### src/rtl/lsu_mem_master_if.sv
// rtl/lsu_mem_master_if.sv - CPU-side and memory-side bus bundle for lsu_mem_master
//
// Purpose: groups the CPU request/response signals and the memory beat signals
// of the load/store unit into one bundle.
// Modports:
//   master : the LSU view (drives cpu_ready/done/err/rdata and all mem_* requests)
//   slave  : the environment view (CPU requester plus memory responder)
// Signals:
//   cpu_valid/cpu_ready       request handshake
//   cpu_we, cpu_size[1:0], cpu_unsigned, cpu_addr[31:0], cpu_wdata[31:0]
//   cpu_done, cpu_err, cpu_rdata[31:0]
//   mem_req, mem_we, mem_addr[31:0], mem_wstrb[3:0], mem_wdata[31:0]
//   mem_ack, mem_rdata[31:0]
interface lsu_mem_master_if;
  logic        cpu_valid;
  logic        cpu_ready;
  logic        cpu_we;
  logic [1:0]  cpu_size;
  logic        cpu_unsigned;
  logic [31:0] cpu_addr;
  logic [31:0] cpu_wdata;
  logic        cpu_done;
  logic        cpu_err;
  logic [31:0] cpu_rdata;
  logic        mem_req;
  logic        mem_we;
  logic [31:0] mem_addr;
  logic [3:0]  mem_wstrb;
  logic [31:0] mem_wdata;
  logic        mem_ack;
  logic [31:0] mem_rdata;

  modport master (
    input  cpu_valid, cpu_we, cpu_size, cpu_unsigned, cpu_addr, cpu_wdata,
    input  mem_ack, mem_rdata,
    output cpu_ready, cpu_done, cpu_err, cpu_rdata,
    output mem_req, mem_we, mem_addr, mem_wstrb, mem_wdata
  );

  modport slave (
    output cpu_valid, cpu_we, cpu_size, cpu_unsigned, cpu_addr, cpu_wdata,
    output mem_ack, mem_rdata,
    input  cpu_ready, cpu_done, cpu_err, cpu_rdata,
    input  mem_req, mem_we, mem_addr, mem_wstrb, mem_wdata
  );
endinterface

### src/rtl/lsu_mem_master.sv
// rtl/lsu_mem_master.sv - load/store unit memory master with lane alignment, optional split and beat timeout
//
// Purpose: accepts one CPU load/store at a time, issues word-aligned memory
// beats with byte strobes, assembles and extends load data, and reports
// completion with a one-cycle cpu_done pulse.
// Configuration macro: LSU_MISALIGN_SPLIT_EN
//   defined   : word-crossing accesses run as two beats (second at word addr + 4)
//   undefined : word-crossing accesses are rejected with cpu_err, no memory traffic
// Parameters:
//   TIMEOUT_CYCLES : max wait cycles per beat (0 disables the timeout)
// Ports:
//   clk   : rising-edge clock
//   rst_n : asynchronous active-low reset
//   bus   : lsu_mem_master_if.master (CPU request/response + memory beat signals)
module lsu_mem_master #(
  parameter int TIMEOUT_CYCLES = 255
) (
  input  logic                  clk,
  input  logic                  rst_n,
  lsu_mem_master_if.master      bus
);

  typedef enum logic [1:0] {S_IDLE, S_BEAT0, S_BEAT1, S_RESP} state_t;

  localparam int CW = (TIMEOUT_CYCLES > 1) ? $clog2(TIMEOUT_CYCLES + 1) : 1;
  // Counter value at which one more un-acked cycle exhausts the budget.
  localparam logic [CW-1:0] TO_LAST = CW'(TIMEOUT_CYCLES - 1);

  state_t         r_state;
  state_t         w_next;

  logic           r_we;
  logic [1:0]     r_size;
  logic           r_unsigned;
  logic [1:0]     r_off;
  logic [31:0]    r_mem_addr;
  logic [3:0]     r_mem_wstrb;
  logic [31:0]    r_mem_wdata;
  logic           r_err;
  logic [31:0]    r_rdata;
  logic [CW-1:0]  r_wait_cnt;

  logic [1:0]     w_off;
  logic [3:0]     w_mask;
  logic [7:0]     w_strb8;
  logic [31:0]    w_b0_data;
  logic           w_cross;
  logic           w_bad_size;
  logic           w_reject;
  logic           w_accept;
  logic           w_mem_req;
  logic           w_ack;
  logic           w_last_ack;
  logic           w_timeout;
  logic           w_beat_restart;
  logic [31:0]    w_rd_word;
  logic [31:0]    w_load_val;

`ifdef LSU_MISALIGN_SPLIT_EN
  logic           r_cross;
  logic [31:0]    r_b1_addr;
  logic [3:0]     r_b1_strb;
  logic [31:0]    r_b1_data;
  logic [31:0]    r_rd_lo;
  logic [31:0]    w_b1_data;
  logic [63:0]    w_rd64;
`endif

  // ---------------- request decode ----------------
  always_comb begin
    w_off = bus.cpu_addr[1:0];
    case (bus.cpu_size)
      2'd0:    w_mask = 4'h1;
      2'd1:    w_mask = 4'h3;
      default: w_mask = 4'hF;
    endcase
    // Upper nibble holds the lanes that spill into the next word.
    w_strb8    = {4'b0000, w_mask} << w_off;
    w_b0_data  = bus.cpu_wdata << {w_off, 3'b000};
    w_cross    = |w_strb8[7:4];
    w_bad_size = (bus.cpu_size == 2'd3);
    w_accept   = bus.cpu_valid && (r_state == S_IDLE);
  end

`ifdef LSU_MISALIGN_SPLIT_EN
  assign w_reject  = w_bad_size;
  // Shift by 32 when off = 0 yields 0; that value is never used (no crossing).
  assign w_b1_data = bus.cpu_wdata >> (6'd32 - {1'b0, w_off, 3'b000});
`else
  assign w_reject  = w_bad_size || w_cross;
`endif

  // ---------------- beat status ----------------
  assign w_mem_req = (r_state == S_BEAT0) || (r_state == S_BEAT1);
  // An ack outside a beat is meaningless and is dropped here.
  assign w_ack     = bus.mem_ack && w_mem_req;
  assign w_timeout = (TIMEOUT_CYCLES != 0) && w_mem_req && !bus.mem_ack &&
                     (r_wait_cnt == TO_LAST);

`ifdef LSU_MISALIGN_SPLIT_EN
  assign w_beat_restart = (r_state == S_BEAT0) && w_ack && r_cross;
  assign w_last_ack     = w_ack && ((r_state == S_BEAT1) || !r_cross);
  assign w_rd64         = (r_state == S_BEAT1) ? {bus.mem_rdata, r_rd_lo}
                                               : {32'h0, bus.mem_rdata};
  assign w_rd_word      = 32'(w_rd64 >> {r_off, 3'b000});
`else
  assign w_beat_restart = 1'b0;
  assign w_last_ack     = w_ack;
  assign w_rd_word      = bus.mem_rdata >> {r_off, 3'b000};
`endif

  always_comb begin
    case (r_size)
      2'd0:    w_load_val = r_unsigned ? {24'h0, w_rd_word[7:0]}
                                       : {{24{w_rd_word[7]}}, w_rd_word[7:0]};
      2'd1:    w_load_val = r_unsigned ? {16'h0, w_rd_word[15:0]}
                                       : {{16{w_rd_word[15]}}, w_rd_word[15:0]};
      default: w_load_val = w_rd_word;
    endcase
  end

  // ---------------- FSM: state register ----------------
  always_ff @(posedge clk or negedge rst_n) begin
    if (!rst_n) r_state <= S_IDLE;
    else        r_state <= w_next;
  end

  // ---------------- FSM: next state ----------------
  always_comb begin
    w_next = r_state;
    case (r_state)
      S_IDLE: begin
        if (w_accept) w_next = w_reject ? S_RESP : S_BEAT0;
      end
      S_BEAT0: begin
        if (w_ack) begin
`ifdef LSU_MISALIGN_SPLIT_EN
          w_next = r_cross ? S_BEAT1 : S_RESP;
`else
          w_next = S_RESP;
`endif
        end else if (w_timeout) begin
          w_next = S_RESP;
        end
      end
`ifdef LSU_MISALIGN_SPLIT_EN
      S_BEAT1: begin
        if (w_ack || w_timeout) w_next = S_RESP;
      end
`endif
      S_RESP:  w_next = S_IDLE;
      default: w_next = S_IDLE;
    endcase
  end

  // ---------------- FSM: outputs ----------------
  always_comb begin
    bus.cpu_ready = (r_state == S_IDLE);
    bus.cpu_done  = (r_state == S_RESP);
    bus.cpu_err   = r_err;
    bus.cpu_rdata = r_rdata;
    bus.mem_req   = w_mem_req;
    bus.mem_we    = w_mem_req && r_we;
    bus.mem_addr  = r_mem_addr;
    bus.mem_wstrb = r_mem_wstrb;
    bus.mem_wdata = r_mem_wdata;
  end

  // ---------------- datapath ----------------
  always_ff @(posedge clk or negedge rst_n) begin
    if (!rst_n) begin
      r_we        <= 1'b0;
      r_size      <= 2'd0;
      r_unsigned  <= 1'b0;
      r_off       <= 2'd0;
      r_mem_addr  <= 32'h0;
      r_mem_wstrb <= 4'h0;
      r_mem_wdata <= 32'h0;
      r_err       <= 1'b0;
      r_rdata     <= 32'h0;
      r_wait_cnt  <= '0;
`ifdef LSU_MISALIGN_SPLIT_EN
      r_cross     <= 1'b0;
      r_b1_addr   <= 32'h0;
      r_b1_strb   <= 4'h0;
      r_b1_data   <= 32'h0;
      r_rd_lo     <= 32'h0;
`endif
    end else begin
      if (w_accept) begin
        r_we        <= bus.cpu_we;
        r_size      <= bus.cpu_size;
        r_unsigned  <= bus.cpu_unsigned;
        r_off       <= w_off;
        r_mem_addr  <= {bus.cpu_addr[31:2], 2'b00};
        r_mem_wstrb <= w_strb8[3:0];
        r_mem_wdata <= w_b0_data;
        r_err       <= w_reject;
`ifdef LSU_MISALIGN_SPLIT_EN
        r_cross     <= w_cross;
        // 32-bit add wraps 0xFFFFFFFC to 0x00000000.
        r_b1_addr   <= {bus.cpu_addr[31:2], 2'b00} + 32'd4;
        r_b1_strb   <= w_strb8[7:4];
        r_b1_data   <= w_b1_data;
`endif
      end

`ifdef LSU_MISALIGN_SPLIT_EN
      if (w_beat_restart) begin
        r_rd_lo     <= bus.mem_rdata;
        r_mem_addr  <= r_b1_addr;
        r_mem_wstrb <= r_b1_strb;
        r_mem_wdata <= r_b1_data;
      end
`endif

      if (w_timeout) r_err <= 1'b1;

      if (w_last_ack && !r_we) r_rdata <= w_load_val;

      if (w_accept || w_beat_restart)      r_wait_cnt <= '0;
      else if (w_mem_req && !bus.mem_ack)  r_wait_cnt <= r_wait_cnt + 1'b1;
    end
  end

endmodule

### src/flat_wrapper.sv
// flat-port wrapper written by rule: the top's interface ports become plain ports
module lsu_mem_master_flat 
#(
  parameter int TIMEOUT_CYCLES = 255
)
  (clk, rst_n, bus_cpu_valid, bus_cpu_we, bus_cpu_size, bus_cpu_unsigned, bus_cpu_addr, bus_cpu_wdata, bus_mem_ack, bus_mem_rdata, bus_cpu_ready, bus_cpu_done, bus_cpu_err, bus_cpu_rdata, bus_mem_req, bus_mem_we, bus_mem_addr, bus_mem_wstrb, bus_mem_wdata);
  lsu_mem_master_if bus_i ();
  input  logic clk;
  input  logic rst_n;
  input wire logic [$bits(bus_i.cpu_valid)-1:0] bus_cpu_valid;
  input wire logic [$bits(bus_i.cpu_we)-1:0] bus_cpu_we;
  input wire logic [$bits(bus_i.cpu_size)-1:0] bus_cpu_size;
  input wire logic [$bits(bus_i.cpu_unsigned)-1:0] bus_cpu_unsigned;
  input wire logic [$bits(bus_i.cpu_addr)-1:0] bus_cpu_addr;
  input wire logic [$bits(bus_i.cpu_wdata)-1:0] bus_cpu_wdata;
  input wire logic [$bits(bus_i.mem_ack)-1:0] bus_mem_ack;
  input wire logic [$bits(bus_i.mem_rdata)-1:0] bus_mem_rdata;
  output wire logic [$bits(bus_i.cpu_ready)-1:0] bus_cpu_ready;
  output wire logic [$bits(bus_i.cpu_done)-1:0] bus_cpu_done;
  output wire logic [$bits(bus_i.cpu_err)-1:0] bus_cpu_err;
  output wire logic [$bits(bus_i.cpu_rdata)-1:0] bus_cpu_rdata;
  output wire logic [$bits(bus_i.mem_req)-1:0] bus_mem_req;
  output wire logic [$bits(bus_i.mem_we)-1:0] bus_mem_we;
  output wire logic [$bits(bus_i.mem_addr)-1:0] bus_mem_addr;
  output wire logic [$bits(bus_i.mem_wstrb)-1:0] bus_mem_wstrb;
  output wire logic [$bits(bus_i.mem_wdata)-1:0] bus_mem_wdata;
  assign bus_i.cpu_valid = bus_cpu_valid;
  assign bus_i.cpu_we = bus_cpu_we;
  assign bus_i.cpu_size = bus_cpu_size;
  assign bus_i.cpu_unsigned = bus_cpu_unsigned;
  assign bus_i.cpu_addr = bus_cpu_addr;
  assign bus_i.cpu_wdata = bus_cpu_wdata;
  assign bus_i.mem_ack = bus_mem_ack;
  assign bus_i.mem_rdata = bus_mem_rdata;
  assign bus_cpu_ready = bus_i.cpu_ready;
  assign bus_cpu_done = bus_i.cpu_done;
  assign bus_cpu_err = bus_i.cpu_err;
  assign bus_cpu_rdata = bus_i.cpu_rdata;
  assign bus_mem_req = bus_i.mem_req;
  assign bus_mem_we = bus_i.mem_we;
  assign bus_mem_addr = bus_i.mem_addr;
  assign bus_mem_wstrb = bus_i.mem_wstrb;
  assign bus_mem_wdata = bus_i.mem_wdata;
  lsu_mem_master #(.TIMEOUT_CYCLES(TIMEOUT_CYCLES)) u_core (.clk(clk), .rst_n(rst_n), .bus(bus_i));
endmodule
### config.mk
export PLATFORM = sky130hd
export DESIGN_NAME = lsu_mem_master_flat
export DESIGN_NICKNAME = d
export VERILOG_FILES = /design/src/rtl/lsu_mem_master_if.sv /design/src/rtl/lsu_mem_master.sv /design/src/flat_wrapper.sv
export SDC_FILE = /design/constraint.sdc
export NUM_CORES = 1
export LEC_CHECK = 0
export ABC_AREA = 1
export CAP_MARGIN = 30
export CORE_MARGIN = 5
export CORE_UTILIZATION = 42
export CTS_BUF_LIST = sky130_fd_sc_hd__clkbuf_8
export DETAILED_ROUTE_END_ITERATION = 7
export PLACE_DENSITY = 0.85
export SYNTH_ARGS = -nofsm -noshare
export SYNTH_HDL_FRONTEND = slang
export SYNTH_SLANG_ARGS = --single-unit
### constraint.sdc
create_clock -name clk -period 1.48 [get_ports clk]
set_input_delay 0.296 -clock clk [delete_from_list [all_inputs] [get_ports clk]]
set_output_delay 0.296 -clock clk [all_outputs]
set_load 0.01 [all_outputs]
# == Yosys cells after proc, flatten, opt, wreduce, memory -nomap -nowiden ==
# Index checks and enable logic that the tools add are counted.
# totals
reg_bits,115
inputBits,104
elab_cells,54
# classes
add_sub_neg,1
n_eq_ne,9
shift,3
mux,13
n_reduce_logical,17
# ops
cell,count
32-bit 2-to-1 mux,2
32-bit case mux with 2 select lines,1
32-bit by 5-bit left shift with 32-bit output,1
32-bit by 5-bit right shift with 32-bit output,1
8-bit 2-to-1 mux,2
8-bit by 1-bit adder with 8-bit output (second input constant),1
8-bit equality test (second input constant),1
2-bit 2-to-1 mux,4
4-bit case mux with 2 select lines,1
4-bit by 2-bit left shift with 8-bit output,1
2-bit by 1-bit equality test with 1-bit output (second input constant),3
2-bit equality test (second input constant),3
1-bit logical AND,6
2-bit logical NOT,3
2-bit case mux with 2 select lines,1
2-bit nonzero test,2
4-bit OR reduction,1
3-bit by 1-bit inequality test with 1-bit output (second input constant),1
1-bit logical NOT,2
1-bit logical OR,2
1-bit 2-to-1 mux,2
2-bit by 1-bit inequality test with 1-bit output (second input constant),1
2-bit AND reduction,1

# == Longest topological paths before layout ==
# Gate-level depths: netlist of the first run.
# depth
word_depth,8
depth_mapped,10
mapped_depth_nobuf,9

# == Worst setup path after synthesis of the first run ==
# No wires, ideal clock.
# synth_path
path_kind,register -> register
from,register u_core.r_state[0]
to,"register u_core.r_rdata[30], in the netlist u_core.bus.cpu_rdata[30]"
setup_time_ps,113
arrival_ps,1478
required_time_ps,1367
slack_ps,-111
path_stages_with_launch,11
n_path_buf,1
synth_period_minus_slack_ps,1591
cell_sequence,dfrtp_1 > inv_1 > ha_1 > nand2_2 > nor2_4 > inv_2 > buf_4 > nor2_1 > nand3_1 > nand2_1 > inv_1
# synth_between
elab_chain_len,4
elab_cells_between_ends,5
classes_between,eq/ne (2); reduce/logical (3)
# synth_lines
item,line_no,rtl
from (decl),lsu_mem_master.sv:29,state_t r_state;
from (signal assigned),lsu_mem_master.sv:125,else r_state <= w_next;
2-bit by 1-bit equality test with 1-bit output or 2-bit equality test (tied branches),lsu_mem_master.sv:94,assign w_mem_req = (r_state == S_BEAT0) || (r_state == S_BEAT1);
1-bit logical OR *,lsu_mem_master.sv:94,
net bus_mem_req,flat_wrapper.sv:22,output wire logic [$bits(bus_i.mem_req)-1:0] bus_mem_req;
1-bit logical AND *,lsu_mem_master.sv:96,assign w_ack = bus.mem_ack && w_mem_req;
1-bit logical AND *,lsu_mem_master.sv:219,if (w_last_ack && !r_we) r_rdata <= w_load_val;
to (signal assigned),lsu_mem_master.sv:219,
to (decl),lsu_mem_master.sv:40,logic [31:0] r_rdata;
# The timed path passes the listed nets; every way through them passes the cells marked *.
# A chain may end at the register's enable or synchronous reset.

# == Worst setup path after layout of the first run ==
# layout_path
from,register u_core.r_state[0]
to,"register u_core.r_rdata[30], in the netlist u_core.bus.cpu_rdata[30]"
# layout_between
elab_chain_len,4
elab_cells_between_ends,5
classes_between,eq/ne (2); reduce/logical (3)
# layout_lines
item,line_no
2-bit by 1-bit equality test with 1-bit output or 2-bit equality test (tied branches),lsu_mem_master.sv:94
1-bit logical OR *,lsu_mem_master.sv:94
1-bit logical AND *,lsu_mem_master.sv:96
1-bit logical AND *,lsu_mem_master.sv:219
# Every way passes the cells marked *; elsewhere a longest branch is shown, timed or not.

==> results of run 1 <==
## state kept, by name, indices dropped and copies added, names as in the netlist
signal                flops
u_core.r_unsigned         1
u_core.r_we               1
u_core.r_wait_cnt         8
u_core.bus.mem_wdata     32
u_core.r_size             2
u_core.bus.mem_addr      30
u_core.r_off              2
u_core.bus.cpu_rdata     32
u_core.r_state            2
u_core.bus.mem_wstrb      4
u_core.bus.cpu_err        1
## worst max path at each step
stage,startpoint,to,slack [ps]
4_1_cts,u_core.r_state[1]$_DFFE_PN0P_,bus_mem_req,-200
3_3_place_gp,bus_mem_ack,u_core.bus.cpu_rdata[19]$_DFFE_PN0P_,-210
6_report,u_core.r_state[0]$_DFFE_PN0P_,u_core.bus.cpu_rdata[30]$_DFFE_PN0P_,-230
5_1_grt,u_core.r_state[1]$_DFFE_PN0P_,u_core.bus.cpu_rdata[30]$_DFFE_PN0P_,-330
3_5_place_dp,bus_cpu_addr[0],u_core.bus.mem_wdata[26]$_DFFE_PN0P_,-270
2_1_floorplan,u_core.r_state[0]$_DFFE_PN0P_,u_core.bus.cpu_rdata[30]$_DFFE_PN0P_,5
## per-stage QoR
step                setup WS (ps)  total power [mW]  hold WS [ps]
floorplan                   4.690             10.38        0.4090
global placement           -214.8             14.87         364.3
detailed placement         -273.1             15.09         369.6
CTS                        -195.6             19.03         360.7
global route               -331.2             21.27         377.0
finish                     -231.8             20.00         383.6
## power groups by stage
stage | registers (mW) | logic [mW] | clock network, mW
final | 5.48 | 11.3 | 3.18
after global routing | 5.65 | 12.3 | 3.36
after CTS | 5.46 | 10.4 | 3.22
after detailed placement | 5.47 | 9.62 | 0
after global placement | 5.46 | 9.40 | 0
after floorplan | 5.93 | 4.44 | 0
## worst max-delay path, delay by kind of cell (launching register included)
family        cells  cell delay (ps)
simple gates      5              530
buf+inv           5              440
fa+ha+maj         1              270
flops             1              380
## final cells by class
class | count | area [um^2]
tap | 180 | 225.2
sequential | 115 | 2878
timing repair inverter | 1 | 11.26
clock inverter | 9 | 127.6
fill | 1030 | 4220
clock buffer | 22 | 302.8
timing repair buffer | 284 | 2853
inverter | 58 | 245.2
multi-input combinational | 532 | 2964
## routing by layer
layer,track usage (%),up-vias,wire length [um]
met3,7.583,62,1911
li1,-,2897,-
met5,0,-,7
met2,38.83,331,9800
met4,10.11,2,668
met1,26.80,2902,7719
## cells by family (layout without fill, tap and decap cells)
family	Yosys count	count (layout)
simple gates	435	435
flops	115	115
buf+inv	98	374
compound gates	90	90
fa+ha+maj	5	5
other cells	1	2
## layout by cell type (no fill, tap or decap), drive strengths merged, types with 3 or more instances in the layout
cell,instances
nand2,291
dfrtp,115
clkdlybuf4s50,102
dlygate4sd2,94
buf,81
inv,60
nand3,59
nor2,47
o21ai,42
or2,32
clkbuf,23
a21oi,21
o211ai,9
o221ai,8
o31ai,7
clkdlybuf4s15,5
ha,5
bufinv,3
nand4,3
clkinv,3
## what timing repair did
action | CTS | global route
buffers inserted | 9 | 11
hold buffers | 1 | 0
setup endpoints to repair | 156 | 105
pin swaps | 20 | 24
gates resized for setup | 209 | 68
cloned | 6 | 1
hold endpoints to repair | 115 | 0
==> results.yml, run 1 <==
run_status:
  status: "finished with violations"
  failed_checks: "setup timing"
power_and_ir_drop:
  pwr-share-clk_pct: 15.9
  combPwrFrac_pct: 56.7
  p_int_mw: 11.95
  powerDensity_nw_per_um2: 2081
  peakVddDrop_mv: 1.002
  swShare_pct: 40.21
  p_switching_mw: 8.041
  seqPwrFrac_pct: 27.4
  p_leak_nw: 4.840
place:
  routabilityCongestion: 0.8742
  hpwl_um: 12920
  dp.cells: 1145
  dpl_cell_area_um2: 8428
  io_buffers: 206
timing:
  clock_skew_ps: 6.754
  fin_setup_tns_ps: -8298
  slew_violations: 0
  max_freq_ghz: 0.5842
  hold_violations: 0
  finalCritPeriodShare_pct: 115.7
  grt_setup_unrepaired: "true"
  post-route-min-period_ps: 1712
  fin_ws_ps: -231.8
  setup_viol: 47
worst_setup_path:
  r2r-start: "u_core.r_state[0]$_DFFE_PN0P_"
  r2r_end: "u_core.bus.cpu_rdata[30]$_DFFE_PN0P_"
  cp_slowest_cell: "dfrtp_1"
  cp_slowest_stage_delay_ps: 380
  setup.worst_path.start_class: "register"
  critPathRequiredTime_ps: 1820
  critPathArrivalTime_ps: 2050
  crit_chain: "inv_2, ha_4, buf_6, nand2_4, nor2_4, buf_12, inv_8, nor2_4, nand3_1, nand2_1, inv_1"
  crit_type: "reg2reg"
  cp_common_cell: "nor2_4"
  crit_fanout: 9
  ff2ff_path_depth: 11
  rrSetupSlack_ps: -230
  cp-end-kind: "register"
floorplanning:
  fp-row-count: 43
  die_h_um: 128.3
  pin_count: 209
  die_w_um: 128.3
  die-area_um2: 16460
  core_um2: 13830
  initial_utilization_pct: 42.50
yosys:
  netlist_top_cells_area: "dfrtp_1 (49%), nand2_1 (18%), nand3_1 (4.4%)"
  synth-main-ff-cell: "dfrtp_1"
  yosys.area_share.adder_pct: 1.065
  yosysMostFrequentCell: "nand2_1"
  yosys-top-cells-count: "nand2_1 (278), dfrtp_1 (115), inv_1 (53)"
  synth.cell_area_um2: 5877
  synth_compound_area_share_pct: 9.006
  ys_async_sr_fraction_pct: 100.0
  synthXorXnorAreaFrac_pct: 0
  yosys.area.top_type: "dfrtp_1"
  synth_area_per_cell_um2: 7.899
  synthCells: 744
  synth-simple-area-share_pct: 32.77
  synth_top_family_by_area: "simple AND/OR/NAND/NOR gates"
  synth_edf_count: 0
  synth_top_area_share_pct: 48.97
  synthMuxAreaShare_pct: 0
  synthDistinctLibCells: 35
  yosysSeqAreaShare_pct: 48.97
  yosysWarnings: 0
  ys_ff_latch: 115
global_routing:
  antenna_found_initial: 1
  gr-usage-all-layers_pct: 23.07
  grt_pass1_wl_um: 30020
  overflow: 0
  grt_pass1_vias: 6145
  grt_max_degree: 82
clock_tree:
  cts_tree: "built"
  clk_latency_ps: 440
  clock_tree.root_cell: "clkbuf_8"
  cts_buffers: 17
  htreeDepth: 4
  cts_buffer_depth: 2
  clkSinkCount: 115
  cts.clk_slew.worst_paths_ps: 70
final_layout:
  final_area_um2: 9607
  drive_gt1_share_pct: 23.90
  final_cells: 1201
  fin_nets: 1118
  syn_to_final_growth_pct: 63.47
  fin_util_pct: 69.48
  diodes: 0
drt:
  antenna_left: 0
  drt_wl_total_um: 20110
  drc: 0
  drtPass1Iterations: 5
  drtIter0Drc: 390
  vias_per_cell: 5.157
  wire_per_inst_um: 16.74
  vias: 6194
min_path:
  min_path_cells: 3
  hold_end: "u_core.bus.mem_addr[28]$_DFFE_PN0P_"
  worst_hold_path_type: "in2reg"
  min_from: "bus_cpu_addr[28]"
flow_run:
  cap_violations: 0
No activity file was read; power rests on OpenSTA's default activity.
==> run 2: changes to the inputs <==
--- a/config.mk
+++ b/config.mk
@@ -6,6 +6,7 @@
 export NUM_CORES = 1
 export LEC_CHECK = 0
 export ABC_AREA = 1
+export ABC_CLOCK_PERIOD_IN_PS = 1480
 export CAP_MARGIN = 30
 export CORE_MARGIN = 5
 export CORE_UTILIZATION = 42
==> results of run 2 <==
The final DEF is identical to that of run 1; final timing and power are the same.
